**config.mk**
```make
export PLATFORM = sky130hd
export DESIGN_NAME = fetch_unit_flat
export DESIGN_NICKNAME = d
export VERILOG_FILES = /design/src/rtl/fetch_unit_if.sv /design/src/rtl/fetch_unit.sv /design/src/flat_wrapper.sv
export SDC_FILE = /design/constraint.sdc
export NUM_CORES = 1
export LEC_CHECK = 0
export ABC_CLOCK_PERIOD_IN_PS = 1800
export BUFFER_PORTS_ARGS = -buffer_cell sky130_fd_sc_hd__buf_2
export CORE_MARGIN = 3
export CORE_UTILIZATION = 48
export CTS_CLUSTER_DIAMETER = 60
export DETAILED_ROUTE_END_ITERATION = 16
export PLACE_DENSITY = 0.8
export REMOVE_ABC_BUFFERS = 1
export SETUP_SLACK_MARGIN = 0.1
export SLEW_MARGIN = 20
export SYNTH_ARGS = -nofsm -noshare
export SYNTH_HDL_FRONTEND = slang
export SYNTH_SLANG_ARGS = --single-unit
```
**constraint.sdc**
```tcl
create_clock -name clk -period 1.8 [get_ports clk]
set_clock_uncertainty 0.05 [all_clocks]
set_input_delay 0.54 -clock clk [delete_from_list [all_inputs] [get_ports clk]]
set_output_delay 0.54 -clock clk [all_outputs]
set_load 0.02 [all_outputs]
```
**src/rtl/fetch_unit_if.sv**
```systemverilog
// Fetch-side bundle: program-memory address/response plus the issue handshake and redirect from execute.
// master = fetch_unit, slave = memory model / execute stage.
interface fetch_unit_if;
  logic [3:0]  mem_addr;
  logic [45:0] mem_line;
  logic        ir_valid;
  logic        ir_ready;
  logic [3:0]  ir_pc;
  logic [1:0]  op_mode;
  logic [3:0]  opcode;
  logic [11:0] operand_a;
  logic [11:0] operand_b;
  logic [11:0] operand_c;
  logic        redirect_en;
  logic [3:0]  redirect_addr;

  modport master (
    output mem_addr,
    input  mem_line,
    output ir_valid, ir_pc, op_mode, opcode, operand_a, operand_b, operand_c,
    input  ir_ready, redirect_en, redirect_addr
  );

  modport slave (
    input  mem_addr,
    output mem_line,
    input  ir_valid, ir_pc, op_mode, opcode, operand_a, operand_b, operand_c,
    output ir_ready, redirect_en, redirect_addr
  );
endinterface

```
**src/rtl/fetch_unit.sv**
```systemverilog
// Instruction fetch sequencer with PC, echo tag check (FETCH_TAG_CHECK_EN) and sticky fault.
// Latency: one cycle from mem_addr to ir_valid; peak one instruction every 2 cycles.
// Backpressure: ir_valid and fields hold until ir_ready; a redirect without handshake flushes.
module fetch_unit #(
  parameter int PROG_DEPTH = 7
) (
  input  logic          clk,
  input  logic          rst,
  fetch_unit_if.master  bus,
  output logic          fault,
  output logic [15:0]   issue_count
);

  typedef enum logic [1:0] {FETCH, ISSUE, FAULT} state_t;

  typedef struct packed {
    logic [1:0]  op_mode;
    logic [3:0]  opcode;
    logic [11:0] operand_a;
    logic [11:0] operand_b;
    logic [11:0] operand_c;
  } instr_t;

  localparam logic [4:0] DEPTH   = 5'(PROG_DEPTH);
  localparam logic [3:0] LAST_PC = 4'(PROG_DEPTH - 1);

  state_t      state;
  logic [3:0]  pc;
  instr_t      ir;
  logic [3:0]  ir_pc_q;
  logic        ir_valid_q;

  logic        tag_ok;
  logic        redirect_ok;
  logic        accept;
  logic [3:0]  pc_seq;
  logic [15:0] count_sat;

`ifdef FETCH_TAG_CHECK_EN
  assign tag_ok = (bus.mem_line[45:42] == pc);
`else
  logic unused_tag;
  assign unused_tag = ^bus.mem_line[45:42];
  assign tag_ok     = 1'b1;
`endif

  assign redirect_ok = ({1'b0, bus.redirect_addr} < DEPTH);
  assign pc_seq      = (pc == LAST_PC) ? 4'd0 : pc + 4'd1;
  assign accept      = ir_valid_q & bus.ir_ready;
  assign count_sat   = (issue_count == 16'hFFFF) ? issue_count : issue_count + 16'd1;

  always_ff @(posedge clk or negedge rst) begin
    if (!rst) begin
      state       <= FETCH;
      pc          <= 4'd0;
      ir          <= '0;
      ir_pc_q     <= 4'd0;
      ir_valid_q  <= 1'b0;
      fault       <= 1'b0;
      issue_count <= 16'd0;
    end else begin
      case (state)
        FETCH: begin
          if (bus.redirect_en) begin
            if (redirect_ok) begin
              pc <= bus.redirect_addr;
            end else begin
              state <= FAULT;
              fault <= 1'b1;
            end
          end else if (tag_ok) begin
            ir         <= instr_t'(bus.mem_line[41:0]);
            ir_pc_q    <= pc;
            ir_valid_q <= 1'b1;
            state      <= ISSUE;
          end else begin
            state <= FAULT;
            fault <= 1'b1;
          end
        end

        ISSUE: begin
          // A redirect without a handshake flushes the held instruction uncounted.
          if (accept || bus.redirect_en) begin
            ir_valid_q <= 1'b0;
            state      <= FETCH;
            if (accept) issue_count <= count_sat;
            if (bus.redirect_en) begin
              if (redirect_ok) begin
                pc <= bus.redirect_addr;
              end else begin
                state <= FAULT;
                fault <= 1'b1;
              end
            end else begin
              pc <= pc_seq;
            end
          end
        end

        FAULT: begin
          ir_valid_q <= 1'b0;
          fault      <= 1'b1;
        end

        default: begin
          state      <= FAULT;
          ir_valid_q <= 1'b0;
          fault      <= 1'b1;
        end
      endcase
    end
  end

  assign bus.mem_addr  = pc;
  assign bus.ir_valid  = ir_valid_q;
  assign bus.ir_pc     = ir_pc_q;
  assign bus.op_mode   = ir.op_mode;
  assign bus.opcode    = ir.opcode;
  assign bus.operand_a = ir.operand_a;
  assign bus.operand_b = ir.operand_b;
  assign bus.operand_c = ir.operand_c;

endmodule

```
**src/flat_wrapper.sv**
```systemverilog
// flat-port wrapper written by rule: the top's interface ports become plain ports
module fetch_unit_flat 
#(
  parameter int PROG_DEPTH = 7
)
  (clk, rst, fault, issue_count, bus_mem_addr, bus_mem_line, bus_ir_valid, bus_ir_pc, bus_op_mode, bus_opcode, bus_operand_a, bus_operand_b, bus_operand_c, bus_ir_ready, bus_redirect_en, bus_redirect_addr);
  fetch_unit_if bus_i ();
  input  logic clk;
  input  logic rst;
  output logic fault;
  output logic [15:0] issue_count;
  output wire logic [$bits(bus_i.mem_addr)-1:0] bus_mem_addr;
  input wire logic [$bits(bus_i.mem_line)-1:0] bus_mem_line;
  output wire logic [$bits(bus_i.ir_valid)-1:0] bus_ir_valid;
  output wire logic [$bits(bus_i.ir_pc)-1:0] bus_ir_pc;
  output wire logic [$bits(bus_i.op_mode)-1:0] bus_op_mode;
  output wire logic [$bits(bus_i.opcode)-1:0] bus_opcode;
  output wire logic [$bits(bus_i.operand_a)-1:0] bus_operand_a;
  output wire logic [$bits(bus_i.operand_b)-1:0] bus_operand_b;
  output wire logic [$bits(bus_i.operand_c)-1:0] bus_operand_c;
  input wire logic [$bits(bus_i.ir_ready)-1:0] bus_ir_ready;
  input wire logic [$bits(bus_i.redirect_en)-1:0] bus_redirect_en;
  input wire logic [$bits(bus_i.redirect_addr)-1:0] bus_redirect_addr;
  assign bus_mem_addr = bus_i.mem_addr;
  assign bus_i.mem_line = bus_mem_line;
  assign bus_ir_valid = bus_i.ir_valid;
  assign bus_ir_pc = bus_i.ir_pc;
  assign bus_op_mode = bus_i.op_mode;
  assign bus_opcode = bus_i.opcode;
  assign bus_operand_a = bus_i.operand_a;
  assign bus_operand_b = bus_i.operand_b;
  assign bus_operand_c = bus_i.operand_c;
  assign bus_i.ir_ready = bus_ir_ready;
  assign bus_i.redirect_en = bus_redirect_en;
  assign bus_i.redirect_addr = bus_redirect_addr;
  fetch_unit #(.PROG_DEPTH(PROG_DEPTH)) u_core (.clk(clk), .rst(rst), .bus(bus_i), .fault(fault), .issue_count(issue_count));
endmodule
```
After elaboration in Yosys (flattened, before gate mapping)
Index checks and enable logic that the tools add are counted.
- input port bits: 54
- logic and storage cells: 53
- flip-flop bits (word level): 70
- muxes and demuxes: 19
- reduce and logical (&&, ||, !) cells: 8
- order comparisons: 1
- equality and inequality tests: 8
- bitwise logic cells: 4
- $add $sub $neg: 2
- operators with widths (cell ; count):
    $mux W4 ; 5
    $add A16 B1 Y16 const B ; 1
    $eq A16 B16 Y1 const B ; 1
    $mux W2 ; 5
    $pmux W4 S2 ; 1
    $pmux W2 S3 ; 1
    $reduce_and A3 Y1 ; 2
    $mux W1 ; 5
    $add A4 B1 Y4 const B ; 1
    $eq A4 B3 Y1 const B ; 1
    $lt A4 B3 Y1 const B ; 1
    $ne A2 B2 Y1 const B ; 2
    $pmux W1 S2 ; 2
    $reduce_and A2 Y1 ; 2
    $reduce_and A4 Y1 ; 1
    $ne A3 B3 Y1 const B ; 1
    $not A1 Y1 ; 3
    $eq A2 B1 Y1 const B ; 1
    $eq A2 B2 Y1 const B ; 1
    $logic_not A2 Y1 ; 1
    $ne A2 B1 Y1 const B ; 1
    $reduce_bool A2 Y1 ; 1
    $and A1 B1 Y1 ; 1
    $logic_or A1 B1 Y1 ; 1

Longest topological paths before layout
Gate-level depths: netlist of the first run.
- word-level depth: 5
- depth in mapped cells: 6
- mapped depth without buffers: 5

Least setup slack after synthesis of the first run
No wires, ideal clock.
- path type: register to register
- start point: register u_core.issue_count[0]
- end point: register u_core.issue_count[15]
- cell stages (with the launch flop): 7
- data required time: 1.612 ns
- arrival time: 1.513 ns
- setup time: 0.138 ns
- clock period less this slack: 1.701 ns
- path slack: 0.099 ns
- path through: dfrtp_1 -> ha_1 -> nand4_2 -> nor4_2 -> buf_4 -> nor4_1 -> xor2_1
- cells in the longest elaborated chain, start to end: 3
- ends and longest elaborated chain (item ; RTL line ; text):
    from (decl) ; fetch_unit.sv:11 ; output logic [15:0] issue_count
    from (signal assigned) ; fetch_unit.sv:87 ; if (accept) issue_count <= count_sat;
    parallel branches: the longest is 3 deep, another holds $add A16 B1 Y16 ; - ;
Several ways; the timed one is not identified.
A chain may end at the register's enable or synchronous reset.

Worst setup path in the final report of the first run
- start point: register u_core.issue_count[1]
- end point: register u_core.issue_count[15]
The elaborated chain is that of the path after synthesis.

==> metrics.txt, run 1 <==
status finished, final reports clean; crit start category register; Non-Filler Instances 418; Max Slew Vio Count 0; post-DR vias/cell 5.16; Reg clk slew, reported paths 80 ps; Tcrit/Tclk final 0.905; Gate Count Post-Synth 213; Placer Congestion 0.840; largest area contributor in the netlist dfrtp_1; 1st-iter DRT viols 48; total chip power 4.28 mW; CTS Buf Count 9; H-tree depth 3; EDFF count, synth 0; kind of critical path reg2reg; Cell variety after synth 38; n_diodes 0; Largest delay share family, worst path simple AND/OR/NAND/NOR gates; fillers 431; min Tclk post-route 1630 ps; Buf/Inv on CP 1; WP data required 2000 ps; WHS Path Cells 2; Final nets 396; largest cells by area after synthesis dfrtp_1 (59%), mux2_2 (18%), xor2_1 (3.3%); Die Width 84.4 um; worst-case reg-to-reg path depth 6; Core Rows 27; drt wl/cell 15.0 um; clock sinks 70; IO buf count 117; antenna violations before repair 0; leakage power total 2.05 nW; f_max 614 MHz; DRC viols 0; Hold Crit Class in2reg; GRT overflow 0; slowest stage delay, CP 410 ps; TritonCTS clock tree built; slew margin rel. 0.697; clk buf depth 2; RSZ-0062 raised after global routing false; Max-Cap Viols 0; Post-Route WL 6270 um; full die area 0.00713 mm^2; Mapped Area 0.00295 mm^2; Placed Instances 399; pre-CTS WS 46.5 ps; vias in the first global route 2,266; post-synth top area share 0.593; Initial Util 0.514; WP depth 6; hpwl dp 4620 um; ANT nets after route 0; Worst R2R Setup Slack 170 ps; vias post-DR 2,156; Total GRT Usage 0.188; power per cell area 1090 mW/mm^2; global-route wire length before repair 10,900 um; CP Cell Sequence ha_2 -> nand4_2 -> nor4_4 -> buf_4 -> nor4_1 -> xor2_1; post-synthesis sequential area ratio 0.593; Clk Tree Root Cell clkbuf_8; VDD IR-drop max 0.596 mV; crit end category register; Primary FF master, synth dfrtp_1; Slew @ Worst Pin 449 ps; endpoints failing setup 0; master of the slowest instance on the critical path dfrtp_1; Syn-to-layout area delta 32.5%; core area 0.00574 mm^2; Synth Register Bits 70; Ys Warns 0; io pins 122; Final Hold Fails 0; Crit Path Max Fanout 5; Pre-antenna DRT Iters 4; share of flip-flops with an asynchronous set or reset 1.00; Avg Cell Area, Syn 13.9 um^2; die height 84.4 um; layout cells sized above 1 0.569; Critical Path AT 1820 ps; setup ws final 172 ps; clk_lat worst skew 330 ps; largest net degree at the start of global routing 63
timing repair:
action | in CTS | in global routing
hold endpoints to repair | 1 | 0
cloned | 1 | 0
pin swaps | 0 | 2
endpoints found under the setup margin | 3 | 16
setup buffers | 0 | 1
resized for setup | 2 | 5
hold buffers | 1 | 0
cell usage after synthesis (all sizes together) (2+ instances only):
cell type and instances:
a22o 3, nor4 5, a21o 3, nor3b 2
nor2 5, nand2 9, xor2 11, nand4 7
buf 7, nand3 5, o21ai 3, o2bb2ai 2
inv 3, xnor2 5, and3 4, nor3 7
dfrtp 70, a21oi 3, mux2 47
power breakdown:
group	total (mW)	switching, mW	internal (mW)
clock network	1.37	0.582	0.793
logic	0.946	0.544	0.401
registers	1.96	0.137	1.82
state kept, by name, indices dropped and copies added, names as in the netlist, 2 cells and up:
signal	flops
u_core.state	2
u_core.bus.mem_addr	4
u_core.bus.op_mode	2
u_core.bus.operand_c	12
u_core.bus.operand_a	12
u_core.bus.ir_pc	4
u_core.bus.opcode	4
u_core.issue_count	16
u_core.bus.operand_b	12
area by class of cell:
| type | instances | area (um^2) | area share |
|---|---|---|---|
| Tap cell | 72 | 90.1 | 0.0230 |
| Timing Repair Buffer | 125 | 673 | 0.172 |
| Sequential cell | 70 | 1750 | 0.448 |
| Clock buffer | 10 | 128 | 0.0326 |
| Inverter | 3 | 11.3 | 0.00288 |
| Clock inverter | 6 | 95.1 | 0.0243 |
| Multi-Input combinational cell | 132 | 1160 | 0.297 |
layer usage:
layer,track usage,up-vias,part of all wire
met5,0,-,0
li1,-,1024,-
met1,0.252,1022,0.44
met2,0.293,97,0.46
met3,0.0442,13,0.078
met4,0.0791,0,0.015
cells in the final DEF, fill, tap and decap left out, types with 2 or more instances in the layout:
| cell type | n |
|---|---|
| buf_2 | 117 |
| dfrtp_1 | 69 |
| mux2_2 | 46 |
| xor2_1 | 11 |
| nand2_1 | 9 |
| clkbuf_8 | 9 |
| nand4_1 | 6 |
| nand3_1 | 5 |
| xnor2_1 | 5 |
| nor3_1 | 5 |
| nor2_1 | 5 |
| buf_4 | 5 |
| and3_1 | 4 |
| nor4_1 | 3 |
| o21ai_0 | 3 |
| inv_1 | 3 |
| a22o_1 | 3 |
| a21o_1 | 3 |
| a21oi_1 | 3 |
| clkinv_4 | 3 |
| o2bb2ai_1 | 2 |
| bufinv_16 | 2 |
| buf_12 | 2 |
cells by family (layout without fill, tap and decap cells):
group | Yosys count | after routing | share of synthesized area
DFF | 70 | 70 | 0.593
adders and majority gates | 1 | 1 | 0.00424
buffers and inverters | 11 | 144 | 0.0233
AOI/OAI and AO/OA | 18 | 18 | 0.0432
muxes | 47 | 47 | 0.179
xor gates and xnor gates | 16 | 16 | 0.0475
and+or+nand+nor | 50 | 50 | 0.109
through the flow:
stage	hold WS [ps]	TNS, ps	area [um^2]	util
final	390	0	3910	0.681
after global routing	374	0	3910	0.681
after CTS	369	0	3880	0.676
after detailed placement	364	0	3640	0.634
after global placement	359	0	3640	0.634
after floorplan	194	-123220	2900	-
final timing paths:
check,from,to
max reg2reg,u_core.issue_count[1],u_core.issue_count[15]
max in group asynchronous,rst,u_core.bus.mem_addr[1]
min in group asynchronous,rst,u_core.issue_count[1]
max,u_core.issue_count[1],u_core.issue_count[15]
min,bus_mem_line[12],u_core.bus.operand_b[0]
min reg2reg,u_core.fault,u_core.fault
Power figures use the tool's default switching activity.
==> inputs of run 2 (changes only) <==
==> constraint.sdc (replaced) <==
create_clock -name clk -period 1.8 [get_ports clk]
set_clock_uncertainty 0.05 [all_clocks]
set_input_delay 0.36 -clock clk [delete_from_list [all_inputs] [get_ports clk]]
set_output_delay 0.36 -clock clk [all_outputs]
set_load 0.02 [all_outputs]
==> run 2 against run 1 <==
  * Design area increased by 2.2%
  * Via count is 1.3% higher
  * Cell count increased by 0.72%
  * Combinational power hardly changed
  * Highest routed layer unchanged
  * Global-route usage down 0.33 points
  * Largest power group unchanged
  * Clock power up 11%
  * Critical path depth unchanged
  * Wire length grew 2.1%
  * Die area unchanged
==> metrics.txt, run 2 (same netlist as run 1, synthesis figures left out) <==
status finished, final reports clean; reg2reg end u_core.issue_count[5]; Core Util, Final 0.696; global-route wire length before repair 10,600 um; Clk Tree Root Cell clkbuf_8; Final Cell Area 0.00400 mm^2; clk buf depth 2; max reg flops 16; commonest non-fill, non-tap cell in the layout buf_2; core area 0.00574 mm^2; Final nets 399; endpoints failing setup 0; min Tclk post-route 1620 ps; Die Width 84.4 um; Final Hold Fails 0; WHS Path Cells 2; Crit Path Max Fanout 5; H-tree depth 3; DRC viols 0; Core Rows 27; post-DR vias/cell 5.19; Slew @ Worst Pin 427 ps; worst-case reg-to-reg path depth 6; RSZ-0062 raised after global routing false; area post-placement 0.00364 mm^2; largest net degree at the start of global routing 71; layout cells sized above 1 0.585; setup ws final 180 ps; hpwl dp 4550 um; WP data required 1960 ps; kind of critical path reg2reg; clk_lat worst skew 330 ps; hold endpoint u_core.bus.operand_b[2]; drt wl/cell 15.2 um; slew margin rel. 0.712; Placer Congestion 0.788; ANT nets after route 0; Pre-antenna DRT Iters 4; FF+latch area 0.00175 mm^2; VDD IR-drop max 0.690 mV; io pins 122; Max Slew Vio Count 0; Reg clk slew, reported paths 80 ps; leakage power total 2.09 nW; worst hold start bus_mem_line[14]; die height 84.4 um; IO buf count 117; Post-Route WL 6400 um; Critical Path AT 1780 ps; vias post-DR 2,184; largest register by flop count u_core.issue_count; Initial Util 0.514; n_diodes 0; fillers 404; clock sinks 70; CP startpoint u_core.issue_count[1]; most frequent cells in the layout buf_2 (117), dfrtp_1 (68), mux2_2 (46); crit end category register; full die area 0.00713 mm^2; Hold Crit Class in2reg; pre-CTS WS 98.5 ps; GRT overflow 0; crit start category register; reg2reg start u_core.issue_count[1]; multi-input logic area 0.00119 mm^2; Total GRT Usage 0.184; antenna violations before repair 0; CTS Buf Count 9; power per cell area 1100 mW/mm^2; Syn-to-layout area delta 35.4%; Max-Cap Viols 0; TritonCTS clock tree built; vias in the first global route 2,172; Worst R2R Setup Slack 180 ps; 1st-iter DRT viols 60; f_max 617 MHz; Tcrit/Tclk final 0.900
[run 2: worst max path at each step]
stage                                         to  slack, ps  depth (start not counted)
after global routing       u_core.issue_count[5]         90                          6
after detailed placement  u_core.issue_count[13]        100                          6
final                      u_core.issue_count[5]        180                          6
after floorplan              u_core.bus.ir_pc[0]      -2550                          2
after global placement    u_core.issue_count[15]        140                          6
after CTS                  u_core.issue_count[1]         90                          5
[run 2: stage by stage]
| step | power, mW | TNS, ps | std cells | hold WS [ps] |
|---|---|---|---|---|
| CTS | 4.47 | 0 | 417 | 191 |
| global placement | 2.90 | 0 | 399 | 355 |
| floorplan | 2.53 | -121920 | 205 | 14.4 |
| finish | 4.42 | 0 | 421 | 210 |
| detailed placement | 2.95 | 0 | 399 | 358 |
| global route | 4.63 | 0 | 421 | 194 |
[run 2: per-layer routing]
metal | wire (um) | global-route usage
met5 | 0 | 0
met1 | 2770 | 0.254
met2 | 2980 | 0.282
met4 | 104 | 0.0835
met3 | 548 | 0.0383
[run 2: cell type report]
type	instances	area share
multi-input cells	132	0.298
repair buffers	128	0.177
clock inverters	7	0.0300
well taps	72	0.0225
inverters	3	0.00282
flip-flops and latches	70	0.439
clock buffers	9	0.0310
[run 2: where the power goes]
part,switching (mW),internal (mW)
Combinational,0.547,0.402
Clock,0.591,0.927
Sequential,0.133,1.82
Total,1.27,3.15
[run 2: what timing repair did]
action / in CTS / in global routing
endpoints found under the setup margin: 9 / 15
cloned: 1 / 0
endpoints found under the hold margin: 34 / 0
pin swaps: 0 / 1
hold buffers: 1 / 0
resized for setup: 3 / 9
setup buffers: 0 / 4
[run 2: worst max-delay path: stages (launching register included)]
cell and delay [ps]:
dfrtp_1 380, ha_2 230, nand4_4 170, nor4_4 230
buf_4 220, nor3_1 70, xor2_1 150
==> inputs of run 3 (changes only) <==
CORE_UTILIZATION = 50   (was 48)
CTS_BUF_LIST = sky130_fd_sc_hd__clkbuf_4   (was default)
PLACE_DENSITY = 0.83   (was 0.8)
==> run 3 against run 2 <==
  * Core utilization shrank 0.31 points
  * Sequential cell count stayed put
  * Non-clock buffer count rose by 1
  * Wire length rose by 1.1%
  * Clock power is 37% lower
  * Critical path depth shrank 1
  * Total power is 13% lower
  * Cell count is 0.24% higher
==> metrics.txt, run 3 (same netlist as run 1, synthesis figures left out) <==
met3 routed WL 521 um; Reg clk slew, reported paths 110 ps; min Tclk post-route 1600 ps; power per cell area 992 mW/mm^2; IO buf count 117; max reg flops 16; Worst R2R Setup Slack 200 ps; clk buf depth 2; H-tree depth 3; layout cells sized above 1 0.577; Final Hold Fails 0; io pins 122; Slew @ Worst Pin 359 ps; fillers 419; Placed Instances 399; Total GRT Usage 0.194; Pre-antenna DRT Iters 4; Final Cell Area 0.00389 mm^2; Crit Path Max Fanout 5; setup ws final 195 ps; full die area 0.00686 mm^2; Max Slew Vio Count 0; slew margin rel. 0.760; vias post-DR 2,208; Core Rows 27; crit start category register; reg2reg end u_core.issue_count[11]; CTS Buf Count 9; worst-case reg-to-reg path depth 5; die height 82.9 um; slowest stage delay, CP 440 ps; f_max 623 MHz; Critical Path AT 1830 ps; Placer Congestion 0.805; worst hold start bus_mem_line[24]; kind of critical path reg2reg; area post-placement 0.00364 mm^2; WHS Path Cells 2; uppermost layer routed met4; TritonCTS clock tree built; endpoints failing setup 0; clk_lat worst skew 390 ps; n_diodes 0; status finished, final reports clean; GRT overflow 0; vias in the first global route 2,224; Core Util, Final 0.693; Tcrit/Tclk final 0.892; master of the slowest instance on the critical path dfrtp_1; Die Width 82.9 um; met2 WL 3070 um; global-route wire length before repair 10,700 um; ANT nets after route 0; post-DR vias/cell 5.23; largest register by flop count u_core.issue_count; pre-CTS WS 104 ps; 1st-iter DRT viols 66; CP Cell Sequence nand4_1 -> nor4_4 -> buf_4 -> nor3_1 -> xor2_1; reg2reg start u_core.issue_count[14]; Clk Tree Root Cell clkbuf_4; sum of routed wire segments on met1 2810 um; Non-Filler Instances 422; Max-Cap Viols 0; VDD IR-drop max 0.488 mV; DRC viols 0; Hold Crit Class in2reg; leakage power total 2.04 nW; WP data required 2020 ps; hold endpoint u_core.bus.operand_a[0]; Final nets 400; hpwl dp 4510 um; total chip power 3.86 mW; largest net degree at the start of global routing 71; Initial Util 0.527; crit end category register; Syn-to-layout area delta 31.7%; most frequent cells in the layout buf_2 (117), dfrtp_1 (70), mux2_2 (46); antenna violations before repair 0; commonest non-fill, non-tap cell in the layout buf_2; clock sinks 70; RSZ-0062 raised after global routing false; core area 0.00561 mm^2; Post-Route WL 6470 um; drt wl/cell 15.3 um
run 3: changes by cell type in the layout (fill, tap and decap cells not counted), sizes merged:
| cell | delta |
|---|---|
| inv | -2 |
| clkinv | +2 |
| bufinv | -2 |
| buf | +1 |
| clkbuf | +2 |
run 3: power breakdown:
part	switching [mW]	total [mW]	internal, mW
registers	0.138	1.95	1.82
logic	0.543	0.943	0.400
clock network	0.514	0.959	0.445
run 3: layer usage:
metal  GRT usage  vias to the layer above
met5           0                        -
met4      0.0579                        0
met3      0.0784                        9
met2       0.298                      109
met1       0.253                     1053
li1            -                     1037
run 3: layout make-up:
type	instances	area, um^2	share of cell area
sequential	70	1750	0.451
multi-input combinational	132	1200	0.308
timing repair buffer	129	703	0.181
tap	72	90.1	0.0232
clock buffer	11	82.6	0.0212
clock inverter	5	50.0	0.0129
inverter	3	11.3	0.00290
run 3: how the worst max path moves through the flow:
stage	startpoint	end	slack, ps	depth (start not counted)
2_1_floorplan	u_core.state[1]	u_core.bus.ir_pc[0]	-2550	2
3_3_place_gp	u_core.issue_count[0]	u_core.issue_count[9]	140	6
3_5_place_dp	u_core.issue_count[0]	u_core.issue_count[15]	100	6
4_1_cts	u_core.issue_count[0]	u_core.issue_count[15]	90	6
5_1_grt	u_core.issue_count[0]	u_core.issue_count[3]	110	6
6_report	u_core.issue_count[14]	u_core.issue_count[11]	200	5
run 3: worst max-delay path, delay by kind of cell, from the launching register on:
kind,cells,cell delay [ps]
simple gates,3,640
flops,1,440
buf+inv,1,210
xor+xnor,1,140
run 3: what timing repair did:
action                                  CTS  global route
gates resized for setup                   3             9
pin swaps                                 0             2
setup buffers                             0             5
hold buffers                              1             0
gates cloned                              1             0
endpoints found under the hold margin    70             0
endpoints found under the setup margin    8            15
run 3: per-stage QoR:
stage | hold slack [ps] | TNS (ps)
floorplan | 14.4 | -121920
global placement | 354 | 0
detailed placement | 365 | 0
CTS | 117 | 0
global route | 79.7 | 0
finish | 141 | 0
